===== config.mk =====
export PLATFORM = sky130hd
export DESIGN_NAME = blue_sequencer
export DESIGN_NICKNAME = d
export VERILOG_FILES = /design/src/rtl/blue_sequencer.sv
export SDC_FILE = /design/constraint.sdc
export NUM_CORES = 1
export LEC_CHECK = 0
export BUFFER_PORTS_ARGS = -buffer_cell sky130_fd_sc_hd__buf_2
export CAP_MARGIN = 20
export CELL_PAD_IN_SITES_DETAIL_PLACEMENT = 0
export CELL_PAD_IN_SITES_GLOBAL_PLACEMENT = 1
export CORE_UTILIZATION = 43
export DETAILED_ROUTE_END_ITERATION = 8
export PLACE_DENSITY_LB_ADDON = 0.1
export SYNTH_ARGS = -nofsm -noshare
export SYNTH_HDL_FRONTEND = slang
export SYNTH_SLANG_ARGS = --single-unit

===== constraint.sdc =====
create_clock -name clk -period 4 [get_ports clk]
set_clock_uncertainty 0.15 [all_clocks]
set_input_delay 0.6 -clock clk [delete_from_list [all_inputs] [get_ports clk]]
set_output_delay 0.6 -clock clk [all_outputs]
set_load 0.03 [all_outputs]

===== src/rtl/blue_sequencer.sv =====
// Operand sequencer and 8x16 register file feeding the blue ALU.
// Reads two operands, registers them toward the ALU, then writes results and flags back.
module blue_sequencer #(
  parameter int REGS   = 8,
  parameter int ADDR_W = 3
) (
  input  logic              clk,
  input  logic              rst,
  input  logic              cmd_valid,
  output logic              cmd_ready,
  input  logic [15:0]       cmd_op,
  input  logic [ADDR_W-1:0] cmd_ra,
  input  logic [ADDR_W-1:0] cmd_rb,
  input  logic [1:0]        cmd_wb,
  output logic [15:0]       alu_opCode,
  output logic [15:0]       alu_A,
  output logic [15:0]       alu_B,
  output logic [2:0]        alu_ZNC,
  input  logic [15:0]       alu_A_res,
  input  logic [15:0]       alu_B_res,
  input  logic [2:0]        alu_ZNC_res,
  output logic [2:0]        flags,
  output logic              done,
  output logic              busy,
  input  logic              ld_en,
  input  logic [ADDR_W-1:0] ld_addr,
  input  logic [15:0]       ld_data,
  input  logic [ADDR_W-1:0] rd_addr,
  output logic [15:0]       rd_data
);

  // state  | meaning
  // IDLE   | ready for a command; host load port active
  // READ   | operands and flags registered onto alu_*
  // EXEC   | ALU settles; results and flags written back at the closing edge
  // DONE   | one-cycle done pulse
  typedef enum logic [1:0] {
    S_IDLE,
    S_READ,
    S_EXEC,
    S_DONE
  } state_t;

  state_t state, state_nxt;

  logic [15:0]       regs [REGS];
  logic [15:0]       op_q;
  logic [ADDR_W-1:0] ra_q;
  logic [ADDR_W-1:0] rb_q;
  logic [1:0]        wb_q;
  logic              accept;

  always_ff @(posedge clk) begin
    if (rst) state <= S_IDLE;
    else     state <= state_nxt;
  end

  always_comb begin
    state_nxt = state;
    cmd_ready = 1'b0;
    busy      = 1'b1;
    done      = 1'b0;
    accept    = 1'b0;
    case (state)
      S_IDLE: begin
        busy      = 1'b0;
        cmd_ready = !rst;
        accept    = cmd_valid && !rst;
        if (accept) state_nxt = S_READ;
      end
      S_READ:  state_nxt = S_EXEC;
      S_EXEC:  state_nxt = S_DONE;
      S_DONE: begin
        done      = !rst;
        state_nxt = S_IDLE;
      end
      default: state_nxt = S_IDLE;
    endcase
  end

  // Load and write-back live in different states, so they never contend.
  // Within EXEC the rb write is last, letting the B result win a collision.
  always_ff @(posedge clk) begin
    if (rst) begin
      for (int i = 0; i < REGS; i++) regs[i] <= '0;
      flags      <= '0;
      alu_opCode <= '0;
      alu_A      <= '0;
      alu_B      <= '0;
      alu_ZNC    <= '0;
      op_q       <= '0;
      ra_q       <= '0;
      rb_q       <= '0;
      wb_q       <= '0;
    end else begin
      if (state == S_IDLE && ld_en) regs[ld_addr] <= ld_data;
      if (accept) begin
        op_q <= cmd_op;
        ra_q <= cmd_ra;
        rb_q <= cmd_rb;
        wb_q <= cmd_wb;
      end
      if (state == S_READ) begin
        alu_opCode <= op_q;
        alu_A      <= regs[ra_q];
        alu_B      <= regs[rb_q];
        alu_ZNC    <= flags;
      end
      if (state == S_EXEC) begin
        if (wb_q[1]) regs[ra_q] <= alu_A_res;
        if (wb_q[0]) regs[rb_q] <= alu_B_res;
        flags <= alu_ZNC_res;
      end
    end
  end

  assign rd_data = regs[rd_addr];

endmodule


==> flow_results.org <==
** Timing
- Dividing the final minimum period by the clock period gives 0.7643.
- Setup slack on the critical path of the routed design comes to 0.9429 ns.
- Setup repair after global routing left no endpoint under its margin.
- Setup-violating endpoint count in the final report :: 0
- For this run, the top clock speed supported by timing is 0.3271 GHz.
- Headroom to the max-slew limit came out at 0.4034.
- Slew Limit Fails :: 0
- Post-route minimum period :: 3.057 ns
- Across all hold checks on the routed design, the worst slack comes to 0.1238 ns.
- Sum of negative setup slack :: 0 ns
- The final count of hold timing violations is 0.
- At the pin with the least slew margin, the transition time is 0.8939 ns.

** Routing
- The count of nets left with antenna violations once routing finished came out at 0.
- For this run, design rule violations remaining after detail routing come to 2.
- The routed layout has 10010 vias.
- Pre-Repair DR Iteration Count :: 7
- After detailed routing, the total wire length is 39.68 mm.
- Starting DRT DRC Count :: 933
- After detailed routing, the average wire length per cell comes to 25.00 microns.
- Dividing the detail-routed via count by the number of cells gives 6.306.

** Critical path
- The setup check on the worst reg-to-reg path leaves a slack of 0.94 ns.
- Endpoint type of the worst setup path :: register
- On the worst path, the slowest cell contributes a delay of 0.60 ns.
- Walking the worst path, the cells encountered are inv_1 -> ha_1 -> a22o_4 -> nand2_4 -> o31ai_2 -> buf_4.
- Depth of the worst register-to-register path :: 6
- In this run the worst path has a maximum fanout of 47.
- For the worst setup path, the data arrival time is 3.13 ns.
- In this run the critical register-to-register path is captured at regs[4][8].
- At the worst endpoint, the required time is 4.08 ns.
- Max stage delay cell, worst path :: sky130_fd_sc_hd__ha_1
- The worst setup path is of the register to register kind.
- Startpoint of the lowest-slack register-to-register path :: state[0]
- STA classifies the critical path startpoint as a register.

** Final layout
- Number of antenna diodes :: 0
- Post-synthesis to final-layout area growth :: 14.76%
- Share of final-layout standard cells stronger than drive strength 1 :: 0.3659
- Number of nets in the finished design :: 1269

** Clock network
- Clk slew on worst S/H paths :: 0.06 ns
- Clock sink count :: 208
- TritonCTS clock tree :: done
- The clock reaches the later pin of the worst-skew pair after 0.52 ns.
- CTS buffer count :: 24
- # H-tree levels :: 1
- Buffers inserted to repair hold after CTS numbered 0.
- Root buffer cell :: sky130_fd_sc_hd__clkbuf_16
- Worst-case clock buffer depth :: 3
- Resized cells post-CTS :: 0
- Buffers added to address setup during post-CTS repair amount to 0.

** Global route
- The initial antenna violation count is 0.
- Largest net degree at the start of global routing :: 70
- The via count of the first global-routing pass was 9291.
- In the global route stage, overall resource usage came out at 0.2556.
- The first global-routing pass estimated 59.69 mm of wire.
- Total overflow reported by the global router :: 0

** Min path
- Number of instances on the worst hold path :: 3
- Terminating pin of the worst hold path :: op_q[9]
- The tightest min-delay check is of the input port to register type.
- Worst hold start :: cmd_op[9]

** Synthesis
- Number of distinct library cell variants in the gate-level netlist after synthesis :: 48
- Gate Count Post-Synth :: 1074
- Synthesized area per cell :: 12.04 sq um
- Area of the mapped netlist :: 12930 sq um
- The number of nets handed over by synthesis was 1163.
- The synthesized design contains 208 register bits.
- In the synthesized netlist the dominant register cell turns out to be sky130_fd_sc_hd__edfxtp_1.
- For this run, the number of Yosys warnings is 0.
- For this run, the register share of the synthesized area comes to 0.4211.
- Number of synthesized flops with an enable pin :: 128
- After synthesis, the share of flip-flops with an asynchronous set or reset is 0.

** Power
- Leakage :: 5.721 nW
- The worst-case IR drop observed on VDD is 320.0 uV.
- PD cells :: 518.8 nW/um^2
- Summing internal, switching and leakage power gives 0.007699 W.

** Floorplanning
- The initialized floorplan defines 63 standard-cell rows.
- After floorplanning, the core was sized to cover 29640 sq um.
- Top-level I/O count :: 158
- The die is 175.4 microns wide.
- For this configuration, the core starts out at a cell density of 0.4363.
- Measured along the y axis, the die boundary spans 175.4 microns.
- Die ar. :: 30770 sq um

** Placement
- Weighted congestion reported at the end of routability-driven placement :: 0.8435
- Port buffering added 157 buffers.
- Prior to clock tree synthesis, the placed netlist has a worst setup slack of 0.9506 ns.
- Placed wire-length estimate :: 29.07 mm

** Outcome
- The checks that failed: DRC.
- Status :: complete, but fails checks

** Flow run
- Across the run, the number of max-cap violations was 0.
[synth_stat cells (5+ instances only)]
| cell type | n | area share |
|---|---|---|
| sky130_fd_sc_hd__dfxtp_1 | 80 | 0.12 |
| sky130_fd_sc_hd__o21ai_0 | 26 | 0.010 |
| sky130_fd_sc_hd__nand3_1 | 87 | 0.034 |
| sky130_fd_sc_hd__inv_1 | 18 | 0.0052 |
| sky130_fd_sc_hd__o32ai_1 | 44 | 0.030 |
| sky130_fd_sc_hd__mux2i_1 | 57 | 0.044 |
| sky130_fd_sc_hd__mux2_4 | 16 | 0.019 |
| sky130_fd_sc_hd__o22ai_1 | 32 | 0.015 |
| sky130_fd_sc_hd__mux2_2 | 20 | 0.017 |
| sky130_fd_sc_hd__clkbuf_1 | 50 | 0.015 |
| sky130_fd_sc_hd__buf_2 | 42 | 0.016 |
| sky130_fd_sc_hd__nor2_1 | 62 | 0.018 |
| sky130_fd_sc_hd__nor2b_1 | 37 | 0.018 |
| sky130_fd_sc_hd__nand2_1 | 86 | 0.025 |
| sky130_fd_sc_hd__buf_1 | 6 | 0.0017 |
| sky130_fd_sc_hd__buf_4 | 14 | 0.0081 |
| sky130_fd_sc_hd__mux4_2 | 96 | 0.17 |
| sky130_fd_sc_hd__o41ai_2 | 43 | 0.054 |
| sky130_fd_sc_hd__buf_6 | 8 | 0.0070 |
| sky130_fd_sc_hd__nor3_1 | 32 | 0.012 |
| sky130_fd_sc_hd__o31ai_1 | 5 | 0.0029 |
| sky130_fd_sc_hd__o41ai_1 | 40 | 0.027 |
| sky130_fd_sc_hd__a21oi_1 | 6 | 0.0023 |
| sky130_fd_sc_hd__edfxtp_1 | 128 | 0.30 |
[cell usage in the layout, fill, tap and decap left out, types with 3 or more instances in the layout]
| cell | netlist | final |
|---|---|---|
| sky130_fd_sc_hd__buf_2 | 42 | 157 |
| sky130_fd_sc_hd__edfxtp_1 | 128 | 128 |
| sky130_fd_sc_hd__mux4_2 | 96 | 96 |
| sky130_fd_sc_hd__nand3_1 | 87 | 87 |
| sky130_fd_sc_hd__nand2_1 | 86 | 86 |
| sky130_fd_sc_hd__dfxtp_1 | 80 | 78 |
| sky130_fd_sc_hd__nor2_1 | 62 | 62 |
| sky130_fd_sc_hd__mux2i_1 | 57 | 55 |
| sky130_fd_sc_hd__o32ai_1 | 44 | 44 |
| sky130_fd_sc_hd__o41ai_2 | 43 | 43 |
| sky130_fd_sc_hd__o41ai_1 | 40 | 40 |
| sky130_fd_sc_hd__buf_4 | 14 | 39 |
| sky130_fd_sc_hd__nor2b_1 | 37 | 37 |
| sky130_fd_sc_hd__o22ai_1 | 32 | 32 |
| sky130_fd_sc_hd__nor3_1 | 32 | 32 |
| sky130_fd_sc_hd__o21ai_0 | 26 | 25 |
| sky130_fd_sc_hd__clkbuf_16 | 0 | 25 |
| sky130_fd_sc_hd__mux2_2 | 20 | 20 |
| sky130_fd_sc_hd__inv_1 | 18 | 18 |
| sky130_fd_sc_hd__mux2_4 | 16 | 16 |
| sky130_fd_sc_hd__a21oi_1 | 6 | 6 |
| sky130_fd_sc_hd__nand3b_1 | 4 | 4 |
| sky130_fd_sc_hd__and3b_1 | 4 | 4 |
| sky130_fd_sc_hd__nand2b_1 | 4 | 4 |
| sky130_fd_sc_hd__o31ai_2 | 0 | 4 |
| sky130_fd_sc_hd__o211ai_2 | 3 | 3 |
| sky130_fd_sc_hd__ha_1 | 4 | 3 |
| sky130_fd_sc_hd__clkbuf_8 | 0 | 3 |
| sky130_fd_sc_hd__clkbuf_1 | 50 | 3 |
| sky130_fd_sc_hd__clkinv_2 | 0 | 3 |
| sky130_fd_sc_hd__buf_12 | 0 | 3 |
[cell families after synthesis]
logic type / Yosys count / share of synthesized area
buf+inv: 139 / 0.05311
simple gates: 329 / 0.1251
flops: 208 / 0.4211
fa+ha+maj: 4 / 0.003870
mux: 190 / 0.2484
compound gates: 204 / 0.1485
[final cells by class]
| cell class | count | area, sq um |
|---|---|---|
| clock buffer | 33 | 693.2 |
| clock inverter | 10 | 103.9 |
| inverter | 19 | 71.32 |
| multi-input combinational | 727 | 6869 |
| tap | 390 | 488.0 |
| timing repair buffer | 200 | 1166 |
| fill | 2770 | 14800 |
| sequential | 208 | 5450 |
[worst max path at each step]
stage	end	startpoint	cells past startpoint
2_1_floorplan	regs[3][0]	state[0]	7
3_3_place_gp	rd_data[5]	rd_addr[0]	5
3_5_place_dp	rd_data[5]	rd_addr[0]	5
4_1_cts	rd_data[5]	rd_addr[0]	5
5_1_grt	regs[4][6]	state[0]	6
6_report	regs[4][8]	state[0]	6
[flip-flops by register name, summed over array words and instances (netlist names)]
name        flops
flags           3
alu_opCode     16
rb_q            3
ra_q            3
state           2
regs          128
op_q           16
alu_ZNC         3
alu_B          16
alu_A          16
wb_q            2
[report_power, final]
part / internal [W] / switching [W]
logic: 0.000949 / 0.00167
clock network: 0.00134 / 0.000896
registers: 0.00260 / 0.000247
total: 0.00489 / 0.00281
[per-stage QoR]
stage,instance area [sq um],util,std cells
2_1_floorplan,12930,-,1074
3_3_place_gp,14020,0.4729,1543
3_5_place_dp,14020,0.4729,1543
4_1_cts,14810,0.4998,1586
5_1_grt,14840,0.5008,1587
6_report,14840,0.5008,1587
[worst max-delay path, delay by kind of cell (launching register included)]
family                   cells  cell delay, ns
AO/OA/AOI/OAI                2            0.89
adder cells (fa/ha/maj)      1            0.60
buffers and inverters        2            0.39
flip-flops                   1            0.34
AND/OR/NAND/NOR              1            0.37
[layer usage]
| layer | global-route usage | vias to the layer above | wire, microns |
|---|---|---|---|
| met2 | 0.3342 | 563 | 15610 |
| met1 | 0.4187 | 4912 | 19220 |
| met5 | 0 | - | 0 |
| li1 | - | 4497 | - |
| met3 | 0.06342 | 35 | 4420 |
| met4 | 0.04601 | 0 | 434 |
Power figures use the tool's default switching activity.
